### src/rtl/sprite_pkg.sv
// Shared types and constants for the sprite physics controller:
// vertical state encoding, colour palette and default VGA visible-area limits.
package sprite_pkg;

    typedef enum logic [1:0] {
        GROUND = 2'd0,
        JUMP   = 2'd1,
        FALL   = 2'd2
    } state_t;

    localparam int VGA_H_MIN = 144;
    localparam int VGA_H_MAX = 783;
    localparam int VGA_V_MIN = 35;
    localparam int VGA_V_MAX = 514;

    localparam logic [11:0] BLACK      = 12'h000;
    localparam logic [11:0] RED        = 12'hF00;
    localparam logic [11:0] SAND       = 12'hFF0;
    localparam logic [11:0] BG_DEFAULT = 12'h0FF;
    localparam logic [11:0] BG_R       = 12'h00F;
    localparam logic [11:0] BG_L       = 12'h0F0;
    localparam logic [11:0] BG_D       = 12'hF0F;
    localparam logic [11:0] BG_U       = 12'h888;

endpackage

### src/rtl/sprite_physics_controller_if.sv
// Bundle of button/strobe/pixel inputs and sprite/colour outputs between the
// input conditioning, the physics controller and the display controller.
interface sprite_physics_controller_if;
    logic        move_tick;
    logic        up;
    logic        down;
    logic        left;
    logic        right;
    logic        bright;
    logic [9:0]  hCount;
    logic [9:0]  vCount;
    logic [11:0] rgb;
    logic [11:0] background;
    logic [9:0]  xpos;
    logic [9:0]  ypos;
    logic        airborne;

    modport master (
        output move_tick, up, down, left, right, bright, hCount, vCount,
        input  rgb, background, xpos, ypos, airborne
    );

    modport slave (
        input  move_tick, up, down, left, right, bright, hCount, vCount,
        output rgb, background, xpos, ypos, airborne
    );
endinterface

### src/rtl/sprite_pixel_mux.sv
// Registered pixel painter: sprite box, sand strip and background, blanked
// outside the display area. One clock of latency from hcount/vcount/bright.
module sprite_pixel_mux
    import sprite_pkg::*;
#(
    parameter int H_MIN    = VGA_H_MIN,
    parameter int H_MAX    = VGA_H_MAX,
    parameter int V_MAX    = VGA_V_MAX,
    parameter int HALF     = 5,
    parameter int FLOOR_Y  = 400,
    parameter int SAND_BOT = 475
) (
    input  logic        clk,
    input  logic        rst,
    input  logic        bright,
    input  logic [9:0]  hcount,
    input  logic [9:0]  vcount,
    input  logic [9:0]  xpos,
    input  logic [9:0]  ypos,
    input  logic [11:0] background,
    output logic [11:0] rgb
);

    localparam int SAND_LAST = (SAND_BOT < V_MAX) ? SAND_BOT : V_MAX;

    localparam logic signed [10:0] HALF_S   = 11'(HALF);
    localparam logic signed [10:0] SAND_X0  = 11'(H_MIN);
    localparam logic signed [10:0] SAND_X1  = 11'(H_MAX);
    localparam logic signed [10:0] SAND_Y0  = 11'(FLOOR_Y);
    localparam logic signed [10:0] SAND_Y1  = 11'(SAND_LAST);

    // 11-bit signed so that pos-HALF near the screen edge cannot wrap around
    logic signed [10:0] h, v, x, y;
    logic               in_sprite, in_sand;
    logic [11:0]        rgb_d;

    assign h = $signed({1'b0, hcount});
    assign v = $signed({1'b0, vcount});
    assign x = $signed({1'b0, xpos});
    assign y = $signed({1'b0, ypos});

    assign in_sprite = (h >= x - HALF_S) && (h <= x + HALF_S) &&
                       (v >= y - HALF_S) && (v <= y + HALF_S);
    assign in_sand   = (h >= SAND_X0) && (h <= SAND_X1) &&
                       (v >= SAND_Y0) && (v <= SAND_Y1);

    always_comb begin
        rgb_d = background;
        if (!bright)
            rgb_d = BLACK;
        else if (in_sprite)
            rgb_d = RED;
        else if (in_sand)
            rgb_d = SAND;
    end

    always_ff @(posedge clk or negedge rst) begin
        if (!rst)
            rgb <= BLACK;
        else
            rgb <= rgb_d;
    end

endmodule

### src/rtl/sprite_physics_controller.sv
// Single-sprite mover: horizontal walk with wrap or clamp, jump/fall with
// gravity onto a sand floor, background colour select and pixel painter.
//
//  state  | meaning
//  GROUND | resting on the sand, ypos pinned to the rest row
//  JUMP   | rising, vy negative, gravity slowing the climb
//  FALL   | descending, vy capped at VMAX, lands when it reaches rest
module sprite_physics_controller
    import sprite_pkg::*;
#(
    parameter int H_MIN    = VGA_H_MIN,
    parameter int H_MAX    = VGA_H_MAX,
    parameter int V_MIN    = VGA_V_MIN,
    parameter int V_MAX    = VGA_V_MAX,
    parameter int HALF     = 5,
    parameter int STEP     = 2,
    parameter int WRAP     = 1,
    parameter int FLOOR_Y  = 400,
    parameter int SAND_BOT = 475,
    parameter int JUMP_V0  = 8,
    parameter int GRAV     = 1,
    parameter int VMAX     = 8
) (
    input logic                         clk,
    input logic                         rst,
    sprite_physics_controller_if.slave  bus
);

    localparam logic [1:0] S_GROUND = GROUND;
    localparam logic [1:0] S_JUMP   = JUMP;
    localparam logic [1:0] S_FALL   = FALL;

    localparam logic signed [10:0] X_LO    = 11'(H_MIN + HALF);
    localparam logic signed [10:0] X_HI    = 11'(H_MAX - HALF);
    localparam logic signed [10:0] STEP_S  = 11'(STEP);
    localparam logic signed [10:0] Y_TOP   = 11'(V_MIN + HALF);
    localparam logic signed [10:0] Y_REST  = 11'(FLOOR_Y - 1 - HALF);
    localparam logic [9:0]         X_RESET = 10'((H_MIN + H_MAX + 1) / 2);
    localparam logic [9:0]         Y_RESET = 10'(FLOOR_Y - 1 - HALF);
    localparam logic signed [5:0]  VY_JUMP = 6'(-JUMP_V0);
    localparam logic signed [5:0]  VY_GRAV = 6'(GRAV);
    localparam logic signed [5:0]  VY_MAX  = 6'(VMAX);

    logic [1:0]         state, state_next;
    logic [9:0]         xpos, x_next;
    logic [9:0]         ypos, y_next;
    logic signed [5:0]  vy, vy_next, vy_inc;
    logic signed [10:0] x_sum, y_sum, vy_ext;
    logic [11:0]        background;

    always_comb begin
        x_sum = $signed({1'b0, xpos});
        if (bus.right)
            x_sum = x_sum + STEP_S;
        else if (bus.left)
            x_sum = x_sum - STEP_S;

        x_next = x_sum[9:0];
        if (x_sum > X_HI)
            x_next = (WRAP != 0) ? X_LO[9:0] : X_HI[9:0];
        else if (x_sum < X_LO)
            x_next = (WRAP != 0) ? X_HI[9:0] : X_LO[9:0];
    end

    assign vy_ext = {{5{vy[5]}}, vy};
    assign y_sum  = $signed({1'b0, ypos}) + vy_ext;
    assign vy_inc = vy + VY_GRAV;

    always_comb begin
        state_next = state;
        y_next     = ypos;
        vy_next    = vy;
        case (state)
            S_GROUND: begin
                y_next = Y_RESET;
                if (bus.up) begin
                    state_next = S_JUMP;
                    vy_next    = VY_JUMP;
                end
            end
            S_JUMP: begin
                if (y_sum <= Y_TOP) begin
                    y_next     = Y_TOP[9:0];
                    vy_next    = '0;
                    state_next = S_FALL;
                end else begin
                    y_next  = y_sum[9:0];
                    vy_next = vy_inc;
                    if (!vy_inc[5])
                        state_next = S_FALL;
                end
            end
            S_FALL: begin
                // snap onto the rest row instead of sinking into the sand
                if (y_sum >= Y_REST) begin
                    y_next     = Y_RESET;
                    vy_next    = '0;
                    state_next = S_GROUND;
                end else begin
                    y_next = y_sum[9:0];
                    if (bus.down || (vy_inc > VY_MAX))
                        vy_next = VY_MAX;
                    else
                        vy_next = vy_inc;
                end
            end
            default: begin
                state_next = S_GROUND;
                y_next     = Y_RESET;
                vy_next    = '0;
            end
        endcase
    end

    always_ff @(posedge clk or negedge rst) begin
        if (!rst) begin
            state      <= S_GROUND;
            xpos       <= X_RESET;
            ypos       <= Y_RESET;
            vy         <= '0;
            background <= BG_DEFAULT;
        end else begin
            if (bus.move_tick) begin
                state <= state_next;
                xpos  <= x_next;
                ypos  <= y_next;
                vy    <= vy_next;
            end
            if (bus.right)
                background <= BG_R;
            else if (bus.left)
                background <= BG_L;
            else if (bus.down)
                background <= BG_D;
            else if (bus.up)
                background <= BG_U;
        end
    end

    assign bus.xpos       = xpos;
    assign bus.ypos       = ypos;
    assign bus.background = background;
    assign bus.airborne   = (state != S_GROUND);

    sprite_pixel_mux #(
        .H_MIN    (H_MIN),
        .H_MAX    (H_MAX),
        .V_MAX    (V_MAX),
        .HALF     (HALF),
        .FLOOR_Y  (FLOOR_Y),
        .SAND_BOT (SAND_BOT)
    ) u_pixel_mux (
        .clk        (clk),
        .rst        (rst),
        .bright     (bus.bright),
        .hcount     (bus.hCount),
        .vcount     (bus.vCount),
        .xpos       (xpos),
        .ypos       (ypos),
        .background (background),
        .rgb        (bus.rgb)
    );

endmodule
### src/flat_wrapper.sv
// flat-port wrapper written by rule: the top's interface ports become plain ports
module sprite_physics_controller_flat import sprite_pkg::*;
#(
    parameter int H_MIN    = VGA_H_MIN,
    parameter int H_MAX    = VGA_H_MAX,
    parameter int V_MIN    = VGA_V_MIN,
    parameter int V_MAX    = VGA_V_MAX,
    parameter int HALF     = 5,
    parameter int STEP     = 2,
    parameter int WRAP     = 1,
    parameter int FLOOR_Y  = 400,
    parameter int SAND_BOT = 475,
    parameter int JUMP_V0  = 8,
    parameter int GRAV     = 1,
    parameter int VMAX     = 8
)
  (clk, rst, bus_move_tick, bus_up, bus_down, bus_left, bus_right, bus_bright, bus_hCount, bus_vCount, bus_rgb, bus_background, bus_xpos, bus_ypos, bus_airborne);
  sprite_physics_controller_if bus_i ();
  input logic clk;
  input logic rst;
  input wire logic [$bits(bus_i.move_tick)-1:0] bus_move_tick;
  input wire logic [$bits(bus_i.up)-1:0] bus_up;
  input wire logic [$bits(bus_i.down)-1:0] bus_down;
  input wire logic [$bits(bus_i.left)-1:0] bus_left;
  input wire logic [$bits(bus_i.right)-1:0] bus_right;
  input wire logic [$bits(bus_i.bright)-1:0] bus_bright;
  input wire logic [$bits(bus_i.hCount)-1:0] bus_hCount;
  input wire logic [$bits(bus_i.vCount)-1:0] bus_vCount;
  output wire logic [$bits(bus_i.rgb)-1:0] bus_rgb;
  output wire logic [$bits(bus_i.background)-1:0] bus_background;
  output wire logic [$bits(bus_i.xpos)-1:0] bus_xpos;
  output wire logic [$bits(bus_i.ypos)-1:0] bus_ypos;
  output wire logic [$bits(bus_i.airborne)-1:0] bus_airborne;
  assign bus_i.move_tick = bus_move_tick;
  assign bus_i.up = bus_up;
  assign bus_i.down = bus_down;
  assign bus_i.left = bus_left;
  assign bus_i.right = bus_right;
  assign bus_i.bright = bus_bright;
  assign bus_i.hCount = bus_hCount;
  assign bus_i.vCount = bus_vCount;
  assign bus_rgb = bus_i.rgb;
  assign bus_background = bus_i.background;
  assign bus_xpos = bus_i.xpos;
  assign bus_ypos = bus_i.ypos;
  assign bus_airborne = bus_i.airborne;
  sprite_physics_controller #(.H_MIN(H_MIN), .H_MAX(H_MAX), .V_MIN(V_MIN), .V_MAX(V_MAX), .HALF(HALF), .STEP(STEP), .WRAP(WRAP), .FLOOR_Y(FLOOR_Y), .SAND_BOT(SAND_BOT), .JUMP_V0(JUMP_V0), .GRAV(GRAV), .VMAX(VMAX)) u_core (.clk(clk), .rst(rst), .bus(bus_i));
endmodule
### config.mk
export PLATFORM = sky130hd
export DESIGN_NAME = sprite_physics_controller_flat
export DESIGN_NICKNAME = d
export VERILOG_FILES = /design/src/rtl/sprite_pkg.sv /design/src/rtl/sprite_physics_controller_if.sv /design/src/rtl/sprite_pixel_mux.sv /design/src/rtl/sprite_physics_controller.sv /design/src/flat_wrapper.sv
export SDC_FILE = /design/constraint.sdc
export NUM_CORES = 1
export LEC_CHECK = 0
export ABC_AREA = 1
export ABC_CLOCK_PERIOD_IN_PS = 4130
export CORE_MARGIN = 2
export CORE_UTILIZATION = 35
export CTS_CLUSTER_SIZE = 25
export DETAILED_ROUTE_END_ITERATION = 10
export SETUP_SLACK_MARGIN = 0.3
export SYNTH_ARGS = -nofsm -noshare
export SYNTH_HDL_FRONTEND = slang
export SYNTH_SLANG_ARGS = --single-unit
### constraint.sdc
create_clock -name clk -period 4.13 [get_ports clk]
set_input_delay 0.413 -clock clk [delete_from_list [all_inputs] [get_ports clk]]
set_output_delay 0.413 -clock clk [all_outputs]
set_load 0.005 [all_outputs]
Word-level counts from Yosys, hierarchy flattened
Cells that the tools add are included.

cells by class
  $lt $le $gt $ge = 13
  eq/ne operators = 5
  $add $sub $neg = 8
  reductions and logical operators = 12
  muxes and demuxes = 24

operators by type and width
  kind                                                                 number
  2-to-1 mux 12 bit                                                    7
  2-to-1 mux 10 bit                                                    4
  2-to-1 mux 6 bit                                                     4
  adder 10 x 3 -> 11 bit, second input constant                        2
  greater-or-equal comparator 11 bit                                   2
  less-or-equal comparator 11 bit                                      2
  2-to-1 mux 11 bit                                                    2
  subtractor 10 x 3 -> 11 bit, second input constant                   2
  case mux 10 bit (2 select lines)                                     1
  case mux 6 bit (3 select lines)                                      1
  adder 10 x 2 -> 11 bit, second input constant                        1
  adder 11 x 6 -> 11 bit                                               1
  greater-or-equal comparator 11 x 10 -> 1 bit, second input constant  1
  > comparator 11 bit, second input constant                           1
  less-or-equal comparator 11 x 7 -> 1 bit, second input constant      1
  less-than comparator 11 x 9 -> 1 bit, second input constant          1
  subtractor 10 x 2 -> 11 bit, second input constant                   1
  greater-or-equal comparator 10 x 8 -> 1 bit, second input constant   1
  greater-or-equal comparator 10 x 9 -> 1 bit, second input constant   1
  less-or-equal comparator 10 bit, second input constant               1
  less-or-equal comparator 10 x 9 -> 1 bit, second input constant      1
  2-to-1 mux 2 bit                                                     4
  adder 6 x 2 -> 6 bit, second input constant                          1
  > comparator 6 x 5 -> 1 bit, second input constant                   1
  other kinds (13)                                                     18

storage, ports and cells
  logic and storage cells = 68
  input bits = 28
  register bits = 52
  output and inout port bits = 45

Longest topological paths before layout
  depth after elaboration = 7
  mapped depth = 18
  gate-level depth less buffers = 18

Modules after synthesis
Synthesis repeated with hierarchy kept, for this count alone.

unflattened totals
  cells, all modules = 741
  area total of the unflattened synthesis = 5017.3 µm²

modules (own cells, without submodules)
  module                     area an instance (µm²)  cells an instance  times used  seq. area each (µm²)
  sprite_physics_controller  2906.5                  427                1           865.8
  sprite_pixel_mux           2110.8                  314                1           300.3

Least setup slack after synthesis
OpenSTA, ideal clock, no wires.

  path kind = register to register
  from = register u_core.xpos[1] (netlist: u_core.bus.xpos[1])
  to = register u_core.u_pixel_mux.rgb[2]
  buffers on the path = 0
  data arrival time = 2.372 ns
  required time = 4.012 ns
  clock period less this slack = 2.490 ns
  cell stages (with the launch flop) = 15
  library setup time = 0.118 ns
  path slack = 1.640 ns
  path through = dfrtp_1 inv_1 ha_1 a21oi_1 nand3_1 xor2_1 ha_1 nand2_1 o21a_1 nor3_1 nor2_1 nand4_1 nand4_2 nand2_1 nor2_1

on the way
  word-level cells in the longest chain between the ends = 7
  elaborated cells between the ends (all ways) = 9
  those cells by class = add/sub (2); order compare (2); mux (2); reduce/logical (3)

RTL lines
  item                                                                                   line                              text
  from (decl)                                                                            sprite_physics_controller.sv:45   logic [9:0] xpos, x_next;
  from (signal assigned)                                                                 sprite_physics_controller.sv:125  xpos <= x_next;
  subtractor 10 x 3 -> 11 bit or adder 10 x 3 -> 11 bit (tied branches)                  sprite_pixel_mux.sv:42            assign in_sprite = (h >= x - HALF_S) && (h <= x + HALF_S) &&
  greater-or-equal comparator 11 bit or less-or-equal comparator 11 bit (tied branches)  sprite_pixel_mux.sv:42
  logical AND 1 bit * (2 in a row)                                                       sprite_pixel_mux.sv:42
  logical AND 1 bit *                                                                    sprite_pixel_mux.sv:43            (v >= y - HALF_S) && (v <= y + HALF_S);
  2-to-1 mux 12 bit *                                                                    sprite_pixel_mux.sv:51            else if (in_sprite)
  2-to-1 mux 12 bit *                                                                    sprite_pixel_mux.sv:49            if (!bright)
  to (signal assigned)                                                                   sprite_pixel_mux.sv:61            rgb <= rgb_d;
  to (decl)                                                                              sprite_pixel_mux.sv:21            output logic [11:0] rgb

Every way passes the cells marked *; elsewhere a longest branch is shown, timed or not.
A chain may end at the register's enable or synchronous reset.

Worst setup path in the final report
  from = register u_core.xpos[1] (netlist: u_core.bus.xpos[1])
  to = register u_core.u_pixel_mux.rgb[6]

The elaborated chain is that of the path after synthesis.

==> results.py <==
metrics = {
    "placed_design": {
        "dp_slack_ps": 1261,
        "dpl_cell_area_mm2": 0.005709,
        "io_buffers": 72,
        "gp_congestion": 0.8790,
        "hpwl_um": 10470,
        "dpl.cell_count": 959,
    },
    "setup_path": {
        "reg2reg_slack_ps": 1260,
        "criticalPathCategory": "reg2reg",
        "cp-end-kind": "register",
        "cp_data_arrival_time_ps": 3040,
        "crit_fanout": 9,
        "cp-start-kind": "register",
        "required_ps": 4300,
    },
    "floorplanning": {
        "rows": 43,
        "core_mm2": 0.01377,
        "pin_count": 73,
        "fp.dieH_um": 122.4,
        "start_util": 0.3565,
        "die_x_um": 122.4,
        "die_area_mm2": 0.01499,
    },
    "timing": {
        "rsz0062_at_grt": "false",
        "setup_tns_ps": 0,
        "hold_violations": 0,
        "period_minus_slack_ps": 2866,
        "max_freq_mhz": 348.9,
        "fin_skew_ps": 3.718,
        "fin_ws_ps": 1264,
        "worst_pin_slew_ps": 956.2,
        "slew_headroom": 0.3613,
        "hold-worst-slack_ps": 259.8,
        "slew_viol_final": 0,
        "fin_crit_sh": 0.6940,
        "setup_viol": 0,
    },
    "clock_tree": {
        "clockBufferDepth": 2,
        "cts_made_buffers": 5,
        "cts_root_buf": "clkbuf_16",
        "cts_resized": 0,
        "htree_levels": 2,
        "cts_tree": "built",
        "clk_latency_ps": 280,
        "clk_pin_slew_ps": 60,
        "cts.sinks": 40,
        "postCtsSetupBuffers": 0,
        "cts.hold.buffers_added": 0,
    },
    "cells_and_area": {
        "fin_nets": 878,
        "final_common_cell": "nand2_1",
        "drive_gt1_frac": 0.08767,
        "area.growth.synth_to_final_pct": 19.32,
        "finish.utilization": 0.4253,
        "final_area_mm2": 0.005858,
        "final_cell_mix": "nand2_1 (194), inv_1 (84), nor2_1 (74)",
        "final-instance-count-excl-fill": 967,
        "diodes": 0,
    },
    "power": {
        "share_seq_of_total_power": 0.203,
        "power.switching_mw": 2.108,
        "power_density_mw_per_mm2": 690.1,
        "irDropWorstVdd_uv": 233.4,
        "pwr-share-comb": 0.702,
        "switching_share": 0.5216,
        "clkPwrFrac": 0.095,
        "intPower_mw": 1.934,
        "p_leak_nw": 2.919,
        "total_power_mw": 4.042,
    },
    "outcome": {
        "status": "finished clean",
    },
    "drt": {
        "wl_per_cell_um": 13.16,
        "ant_nets": 0,
        "drt-initial-drc-count": 254,
        "via_count": 4645,
        "drc_errors": 0,
        "dr.pass1.iters": 4,
        "avgViaCountPerCell": 4.804,
        "wirelength_um": 12730,
    },
    "global_routing": {
        "antenna_found_initial": 0,
        "grt.total_usage": 0.1748,
        "grt_pass1_vias": 4395,
        "grt_start_max_net_pins": 41,
        "grt_pass1_wl_um": 21110,
        "overflow": 0,
    },
    "synth": {
        "synth_flop_cell": "dfrtp_1",
        "syn_inst": 728,
        "synth.cell_area_mm2": 0.004910,
        "synth_fp_nets": 820,
        "synth_cell_types": 47,
        "syn_avg_cell_area_um2": 6.744,
        "synth_seq_area_share": 0.2069,
        "synth-seq-cells": 40,
        "synthArstFlopShare": 1.000,
        "synth-edff-count": 0,
        "yosysWarnings": 0,
    },
    "flow_run": {
        "drv_cap": 0,
    },
    "worst_hold_path": {
        "hold_path.class": "in2async",
    },
}
==> path summary, 6_finish.rpt <==
path / start / end / cells after the start
worst max-delay path: u_core.bus.xpos[1] / u_core.u_pixel_mux.rgb[6] / 14
worst max register to register: u_core.bus.xpos[1] / u_core.u_pixel_mux.rgb[6] / 14
worst min register to register: u_core.bus.background[6] / u_core.bus.background[6] / 2
max in group asynchronous: rst / u_core.vy[5] / 1
min in group clk: u_core.bus.background[6] / u_core.bus.background[6] / 2
worst min-delay path: rst / u_core.u_pixel_mux.rgb[6] / 1
==> kinds of logic after synthesis <==
| group | after synthesis | share of synthesized area |
|---|---|---|
| and+or+nand+nor | 389 | 0.3563 |
| buffers and inverters | 114 | 0.1004 |
| DFF | 40 | 0.2069 |
| AOI/OAI and AO/OA | 85 | 0.1045 |
| xor gates and xnor gates | 36 | 0.06728 |
| adders and majority gates | 64 | 0.1646 |
==> power groups by stage <==
stage | Combinational [mW] | Clock (mW) | Sequential, mW
5_1_grt | 3.28 | 0.416 | 0.854
3_3_place_gp | 2.85 | 0 | 0.832
3_5_place_dp | 2.84 | 0 | 0.829
6_report | 2.84 | 0.386 | 0.820
4_1_cts | 2.86 | 0.395 | 0.824
2_1_floorplan | 2.17 | 0 | 0.695
==> cell type report <==
type / instances / area, um^2
fill: 1514 / 7915
multi-input combinational: 574 / 3401
sequential: 40 / 1016
timing repair buffer: 72 / 715.7
inverter: 93 / 351.6
tap: 180 / 225.2
clock buffer: 6 / 138.9
clock inverter: 2 / 10.01
==> synth_stat cells (3+ instances only) <==
master	instances	area, um^2
nand2_1	194	728.2
inv_1	84	315.3
nor2_1	74	277.8
ha_1	63	788.3
nand3_1	48	240.2
a21oi_1	38	190.2
xor2_1	32	280.3
dfrtp_1	28	700.7
nand4_1	27	168.9
o21ai_0	18	90.09
buf_4	15	112.6
dfstp_2	12	315.3
nand2_2	10	62.56
nor3_1	10	50.05
inv_2	7	26.28
nand3b_1	7	52.55
o21ai_1	6	30.03
buf_2	5	25.02
nor2_2	5	31.28
o21a_1	4	30.03
o21ai_2	4	35.03
nand2_4	3	33.78
nand3_2	3	30.03
o22ai_1	3	18.77
==> metal layers <==
layer	part of all wire	GRT usage	wire length (um)
met1	0.51	0.2518	6523
met4	0.0061	0.03305	78
met5	0	0	0
met2	0.44	0.2844	5659
met3	0.037	0.01859	466
==> registers in the layout (all words and copies together) (netlist names) <==
register	cells
u_core.bus.xpos	10
u_core.bus.ypos	10
u_core.bus.background	6
u_core.u_pixel_mux.rgb	6
u_core.vy	6
u_core.state	2
==> worst max-delay path, stage by stage (launching register included) <==
cell and delay, ps:
dfrtp_1 490, inv_1 180, ha_1 230, a21oi_1 220, nand3_1 170, xor2_1 180
ha_1 310, nand2_1 70, o21a_1 180, nor3_1 170, nor2_1 60, nand4_1 80
nand4_2 190, nand2_1 180, nor2_1 60
(Power assumes the default switching activity.)
